File: config.mk
export PLATFORM = sky130hd
export DESIGN_NAME = eu_iqueue_banked
export DESIGN_NICKNAME = d
export VERILOG_FILES = /design/src/rtl/eu_iqueue_banked.sv
export SDC_FILE = /design/constraint.sdc
export NUM_CORES = 2
export LEC_CHECK = 0
export ABC_CLOCK_PERIOD_IN_PS = 5400
export BUFFER_PORTS_ARGS = -buffer_cell sky130_fd_sc_hd__buf_2
export CAP_MARGIN = 10
export CELL_PAD_IN_SITES_DETAIL_PLACEMENT = 1
export CELL_PAD_IN_SITES_GLOBAL_PLACEMENT = 2
export CORE_ASPECT_RATIO = 0.9
export CORE_MARGIN = 1
export CORE_UTILIZATION = 41
export DETAILED_ROUTE_END_ITERATION = 16
export PLACE_DENSITY_LB_ADDON = 0.15
export SKIP_LAST_GASP = 1
export SLEW_MARGIN = 15
export SYNTH_ARGS = -nofsm -noshare
export SYNTH_HDL_FRONTEND = slang
export SYNTH_SLANG_ARGS = --single-unit
export TNS_END_PERCENT = 100
File: constraint.sdc
create_clock -name clk -period 5.4 [get_ports clk]
set_input_delay 0.81 -clock clk [delete_from_list [all_inputs] [get_ports clk]]
set_output_delay 0.81 -clock clk [all_outputs]
set_load 0.1 [all_outputs]
File: src/rtl/eu_iqueue_banked.sv
// Single-write circular FIFO bank; occupancy is tracked by the owning queue.
// Latency: a write is readable at head_dat from the next cycle; head_dat is read combinationally from storage.
// Backpressure: none here; the owner guarantees no push when full and no pop when empty.
module eu_iq_bank_fifo #(
  parameter int W          = 64,
  parameter int LOG2_DEPTH = 2
) (
  input  logic         clk,
  input  logic         reset,
  input  logic         flush,
  input  logic         push_vld,
  input  logic [W-1:0] push_dat,
  input  logic         pop_vld,
  output logic [W-1:0] head_dat
);
  localparam int DEPTH = 1 << LOG2_DEPTH;

  logic [W-1:0]          mem [DEPTH];
  logic [LOG2_DEPTH-1:0] wr_idx;
  logic [LOG2_DEPTH-1:0] rd_idx;

  // Pointer update; indices wrap naturally at DEPTH. Flush behaves like reset.
  always_ff @(posedge clk) begin
    if (reset || flush) begin
      wr_idx <= '0;
      rd_idx <= '0;
    end else begin
      if (push_vld) wr_idx <= wr_idx + 1'b1;
      if (pop_vld)  rd_idx <= rd_idx + 1'b1;
    end
  end

  // Storage is never cleared; stale contents are unreachable once pointers reset.
  always_ff @(posedge clk) begin
    if (push_vld) mem[wr_idx] <= push_dat;
  end

  assign head_dat = mem[rd_idx];
endmodule

// EU issue queue: filters and compacts dispatch lanes for this EU, stripes them over banks, issues in order.
// Latency: an entry accepted in cycle t is visible on out_* in cycle t+1 at the earliest (no empty bypass).
// Backpressure: whole batch rejected via is_full_o when free space is short; out_* holds while out_ready_i is low.
module eu_iqueue_banked #(
  parameter int DATA_WIDTH          = 64,
  parameter int LOG2_BANK_DEPTH     = 2,
  parameter int LOG2_NUM_BANKS      = 2,
  parameter int NUM_DISPATCH        = 4,
  parameter int LOG2_NUM_EXEC_UNITS = 2,
  parameter int EU_IDX              = 0
) (
  input  logic                                        clk,
  input  logic                                        reset,
  input  logic [NUM_DISPATCH*DATA_WIDTH-1:0]          disp_data_i,
  input  logic [NUM_DISPATCH-1:0]                     disp_valid_i,
  input  logic [NUM_DISPATCH*LOG2_NUM_EXEC_UNITS-1:0] disp_euidx_i,
  output logic                                        is_full_o,
  input  logic                                        flush_i,
  output logic [DATA_WIDTH-1:0]                       out_data_o,
  output logic                                        out_valid_o,
  input  logic                                        out_ready_i,
  output logic [LOG2_NUM_BANKS+LOG2_BANK_DEPTH:0]     count_o
);
  localparam int NUM_BANKS = 1 << LOG2_NUM_BANKS;
  localparam int CW        = LOG2_NUM_BANKS + LOG2_BANK_DEPTH + 1;
  localparam logic [CW-1:0] CAP = CW'(NUM_BANKS << LOG2_BANK_DEPTH);
  localparam logic [LOG2_NUM_EXEC_UNITS-1:0] EU_SEL = LOG2_NUM_EXEC_UNITS'(EU_IDX);

  if (NUM_DISPATCH > NUM_BANKS) begin : g_bad_cfg
    $error("eu_iqueue_banked: NUM_DISPATCH must not exceed NUM_BANKS");
  end

  logic [NUM_DISPATCH-1:0]   rel;
  logic [CW-1:0]             n_rel;
  logic [CW-1:0]             count;
  logic [CW-1:0]             free_slots;
  logic                      accept;
  logic                      pop;
  logic [LOG2_NUM_BANKS-1:0] wr_bank;
  logic [LOG2_NUM_BANKS-1:0] rd_bank;
  logic [NUM_BANKS-1:0]      bank_push;
  logic [NUM_BANKS-1:0]      bank_pop;
  logic [DATA_WIDTH-1:0]     bank_wr_dat [NUM_BANKS];
  logic [DATA_WIDTH-1:0]     bank_head   [NUM_BANKS];

  // Lane filter: which lanes target this EU, and how many.
  always_comb begin
    rel   = '0;
    n_rel = '0;
    for (int k = 0; k < NUM_DISPATCH; k++) begin
      rel[k] = disp_valid_i[k] &&
               (disp_euidx_i[k*LOG2_NUM_EXEC_UNITS +: LOG2_NUM_EXEC_UNITS] == EU_SEL);
      n_rel  = n_rel + CW'(rel[k]);
    end
  end

  // Full check uses registered count only, so a same-cycle pop never makes room.
  assign free_slots  = CAP - count;
  assign is_full_o   = (n_rel > free_slots) && !flush_i;
  assign accept      = (n_rel != '0) && !is_full_o && !flush_i;
  assign out_valid_o = (count != '0);
  assign pop         = out_valid_o && out_ready_i && !flush_i;

  // Compaction: the j-th relevant lane goes to bank wr_bank+j; NUM_DISPATCH <= NUM_BANKS keeps targets distinct.
  always_comb begin
    logic [LOG2_NUM_BANKS-1:0] slot;
    logic [LOG2_NUM_BANKS-1:0] tgt;
    bank_push = '0;
    slot      = '0;
    tgt       = '0;
    for (int b = 0; b < NUM_BANKS; b++) bank_wr_dat[b] = '0;
    for (int k = 0; k < NUM_DISPATCH; k++) begin
      if (rel[k]) begin
        tgt              = wr_bank + slot;
        bank_push[tgt]   = accept;
        bank_wr_dat[tgt] = disp_data_i[k*DATA_WIDTH +: DATA_WIDTH];
        slot             = slot + 1'b1;
      end
    end
  end

  // Issue side: only the bank under rd_bank advances its head.
  always_comb begin
    bank_pop          = '0;
    bank_pop[rd_bank] = pop;
  end

  assign out_data_o = bank_head[rd_bank];
  assign count_o    = count;

  // Global occupancy and bank-rotation pointers; flush has reset semantics and wins over accept/pop.
  always_ff @(posedge clk) begin
    if (reset || flush_i) begin
      count   <= '0;
      wr_bank <= '0;
      rd_bank <= '0;
    end else begin
      count <= count + (accept ? n_rel : '0) - CW'(pop);
      if (accept) wr_bank <= wr_bank + n_rel[LOG2_NUM_BANKS-1:0];
      if (pop)    rd_bank <= rd_bank + 1'b1;
    end
  end

  for (genvar b = 0; b < NUM_BANKS; b++) begin : g_bank
    eu_iq_bank_fifo #(
      .W          (DATA_WIDTH),
      .LOG2_DEPTH (LOG2_BANK_DEPTH)
    ) u_fifo (
      .clk      (clk),
      .reset    (reset),
      .flush    (flush_i),
      .push_vld (bank_push[b]),
      .push_dat (bank_wr_dat[b]),
      .pop_vld  (bank_pop[b]),
      .head_dat (bank_head[b])
    );
  end
endmodule

==> results.txt <==
For this design, the CTS-stage hold fixing added 0 buffers. The logs give 0 for the final count of hold timing violations and 121000 um^2 for the standard cell core area. The tools report the clock network latency to the later pin of the worst-skew pair as 0.69 ns. Synthesis instantiated 54 different standard cells from the library. STA classifies the critical path startpoint as an input port. The part of the Yosys area used for sequential elements came out at 62.8%.

Headroom to the max-slew limit came out at 18.2%. The top fanout value on the critical path was 10; the number of antenna violations at the first check in global routing was 14. The design draws 17.6 mW. The run gives 105 as the total clock buffers created by CTS. The post-synthesis to final-layout area growth was 14.6%; the total negative slack was 0 ns.

Post-CTS repair changed the size of 0 cells. During I/O placement, the number of pins put on the boundary was 343. The min-delay analysis places its worst path in the category reg2reg. The clock arrives with 0.0298 ns of skew.

The logs give 41.4% for the initial standard-cell utilization of the core and 0 for the number of warnings issued by yosys. The mapped netlist covers 50000 um^2. The number of sinks driven by the clock tree is 1057.

Of the cells placed in the final design, the portion with a size suffix greater than 1 is 34.8%. The maximum cell stage delay along the critical path was 0.52 ns; the number of setup violations in the final report was 0. Among the stages of the critical path, the cell type that occurs most often is sky130_fd_sc_hd__ha_1.

The filler cells instantiated in the layout total 11669. The tools report the worst min-delay path startpoint as g_bank[1].u_fifo.wr_idx[1]. Max-capacitance violation count: 0. At the end of the flow, the number of nets in the layout was 3758.

CTS built an H-tree with a depth of 3. Proportion of register bits with asynchronous set or reset after synthesis: 0%. Counting flops with a built-in enable in the synthesized netlist gives 1024. The tools report the first-pass iteration count of the detailed router as 5. Subtracting the final worst setup slack from the clock period gives 4.80 ns.

The routability congestion estimate from global placement is 0.781. After detailed routing, the average wire length per cell comes to 32.8 um. Buffers placed on the I/O ports in this run total 342. The most common cell in the netlist was sky130_fd_sc_hd__edfxtp_1. The floorplan step set the die height to 333 um.

The tools report the maximum clock frequency as 208 MHz. The type of destination of the critical path was a primary output. The routed layout has 31862 vias. For the pin with the worst max-slew slack, the measured transition is 1.23 ns. In the synthesized netlist the dominant register cell turns out to be sky130_fd_sc_hd__edfxtp_1. The global routing usage summed across all routing layers was 27.2%; the cell leakage power was 19.9 nW. The post-synthesis cell type with the largest combined area is sky130_fd_sc_hd__edfxtp_1. CTS placed an instance of sky130_fd_sc_hd__clkbuf_16 at the clock tree root. Clock-pin slew was measured on the worst setup and hold paths at 0.06 ns. The area enclosed by the die boundary is 123000 um^2.

The tools report the endpoint with the worst hold slack as g_bank[1].u_fifo.wr_idx[1]. In this run the power density over the cells is 307 nW/um^2. The post-route clock period utilization is 88.9%.

The floorplan has 121 rows. The first-pass GRT wire length came out at 242000 um. In the post-synthesis netlist, the biggest area contributors are sky130_fd_sc_hd__edfxtp_1 (61%), sky130_fd_sc_hd__mux4_2 (14%), sky130_fd_sc_hd__mux2_2 (5.7%). In this run, synthesis produced a sequential element count of 1057. Data on the critical path is required at its endpoint by 4.59 ns.

The worst reg-to-reg setup slack is 1.93 ns. Post-CTS timing repair inserted 0 buffers for setup. Synthesis produced 3159 cells. The synthesized netlist net count was 3473; the die outline width was 370 um. Cell family with the largest share of critical-path delay: adder cells. The routed design has 169000 um of wire.

The run finished with clean final reports. Using the TritonRoute via totals, the vias-per-cell ratio works out to 6.20. The clock passes through at most 3 buffers. The count of nets left with antenna violations once routing finished came out at 0. After the first detailed-routing iteration, the DRC count stood at 3249. The tools report the total global routing overflow as 0.

The number of cells traversed by the worst hold path came out at 2. The top-area cell type share of the netlist area works out to 61.4%. The launch point of the worst reg-to-reg path is count_o[1].

Number of buffers and inverters on the critical path: 4. The tools report the via count of the first global-routing pass as 33792. The maximum number of pins on one net before global-route repair was 129. Highest-delay cell along the critical path: sky130_fd_sc_hd__or3b_2. Half-perimeter wire length after placement: 107000 um. The category of the critical setup timing path is in2out. The largest voltage drop on the vdd net was 0.000316 V.

Dividing the synthesized area by the synthesized cell count gives 15.8 um^2. The DRC violation count after routing is 0. For the number of pins exceeding their max-slew limit in the final report, the log shows 0.

Walking the worst path, the cells encountered are buf_2 > or3b_2 > fa_1 > inv_1 > ha_1 > ha_1 > ha_1 > nor2b_1 > o21ai_0 > a211oi_2 > buf_4 > buf_2. In the synthesized netlist, the cells that appear most often are sky130_fd_sc_hd__edfxtp_1 (1024), sky130_fd_sc_hd__mux4_2 (320), sky130_fd_sc_hd__nand2_1 (279), sky130_fd_sc_hd__and3_1 (258), sky130_fd_sc_hd__a31oi_1 (256). At the worst endpoint, the arrival time is 3.99 ns.

TritonCTS built the clock tree. Setup repair after global routing left no endpoint under its margin. Measured in cells, the most critical reg-to-reg path has a length of 17.

In this run the critical register-to-register path is captured at count_o[4].
placed cells by master (no fill, tap or decap), drive strengths merged, types with 19 or more instances in the layout:
cell type	Yosys	routed
o21ai	260	260
edfxtp	1024	1024
a31oi	256	256
ha	40	40
inv	31	34
mux4	320	320
nand2	283	283
and2	19	19
and3	259	259
buf	118	449
nor2	24	24
clkinv	0	53
mux2	256	256
dfxtp	33	33
clkbuf	153	131
cell families after synthesis:
logic type | count (synthesis) | share of synthesized area [%]
AO/OA/AOI/OAI | 537 | 6.22
XOR/XNOR | 21 | 0.395
adder cells (fa/ha/maj) | 42 | 1.08
buffers and inverters | 302 | 2.94
flip-flops | 1057 | 62.8
multiplexers | 584 | 20.3
AND/OR/NAND/NOR | 616 | 6.28
routing by layer:
layer / wire [um] / part of all wire, % / global-route usage, % / up-vias
met5: 19 / 0.011 / 0 / -
met4: 3720 / 2.2 / 6.44 / 4
met3: 9940 / 5.9 / 3.43 / 267
met2: 83100 / 49 / 45.2 / 1305
met1: 71800 / 43 / 37.9 / 16984
li1: - / - / - / 13302
tightest hold or removal path: cells and delay by family (launching register included):
kind	cells	cell delay, ns
flip-flops	1	0.34
multiplexers	1	0.06
AND/OR/NAND/NOR	1	0.07
through the flow:
| step | utilization, % | setup slack (ns) | area [um^2] | cells | hold WS (ns) |
|---|---|---|---|---|---|
| finish | 47.4 | 0.600 | 57400 | 5140 | 0.511 |
| global route | 47.4 | 0.420 | 57400 | 5136 | 0.526 |
| detailed placement | 44.7 | 0.241 | 54100 | 4935 | 0.502 |
| global placement | 44.7 | 0.137 | 54100 | 4935 | 0.482 |
| CTS | 47.4 | 0.555 | 57300 | 5131 | 0.495 |
| floorplan | - | 0.205 | 50100 | 3159 | 0.468 |
cell type report:
| class | instances | area (um^2) | area share (%) |
|---|---|---|---|
| diodes | 8 | 20.0 | 0.0349 |
| clock buffers | 131 | 2770 | 4.82 |
| clock inverters | 65 | 464 | 0.809 |
| inverters | 31 | 119 | 0.207 |
| multi-input cells | 1800 | 17300 | 30.2 |
| flip-flops and latches | 1057 | 31400 | 54.8 |
| well taps | 1599 | 2000 | 3.49 |
| repair buffers | 449 | 3200 | 5.58 |
how the worst max path moves through the flow:
| stage | startpoint | end | slack, ns | cells after the start |
|---|---|---|---|---|
| after detailed placement | disp_euidx_i[7] | count_o[4] | 0.24 | 20 |
| after global placement | disp_euidx_i[7] | count_o[4] | 0.14 | 20 |
| after CTS | disp_euidx_i[7] | is_full_o | 0.55 | 12 |
| after global routing | disp_euidx_i[1] | is_full_o | 0.42 | 12 |
| after floorplan | disp_euidx_i[1] | count_o[4] | 0.20 | 21 |
| final | disp_euidx_i[7] | is_full_o | 0.60 | 12 |
registers in the layout (all words and copies together) (netlist names), named ones only:
| signal | count |
|---|---|
| rd_bank | 2 |
| g_bank.u_fifo.wr_idx | 8 |
| g_bank.u_fifo.rd_idx | 8 |
| g_bank.u_fifo.mem | 1024 |
| count_o | 5 |
| wr_bank | 2 |
where the power goes:
| group | internal, mW | switching (mW) |
|---|---|---|
| logic | 0.474 | 1.20 |
| registers | 8.99 | 0.0355 |
| clock network | 3.83 | 3.10 |
| total | 13.3 | 4.33 |
No activity file was read; power rests on OpenSTA's default activity.
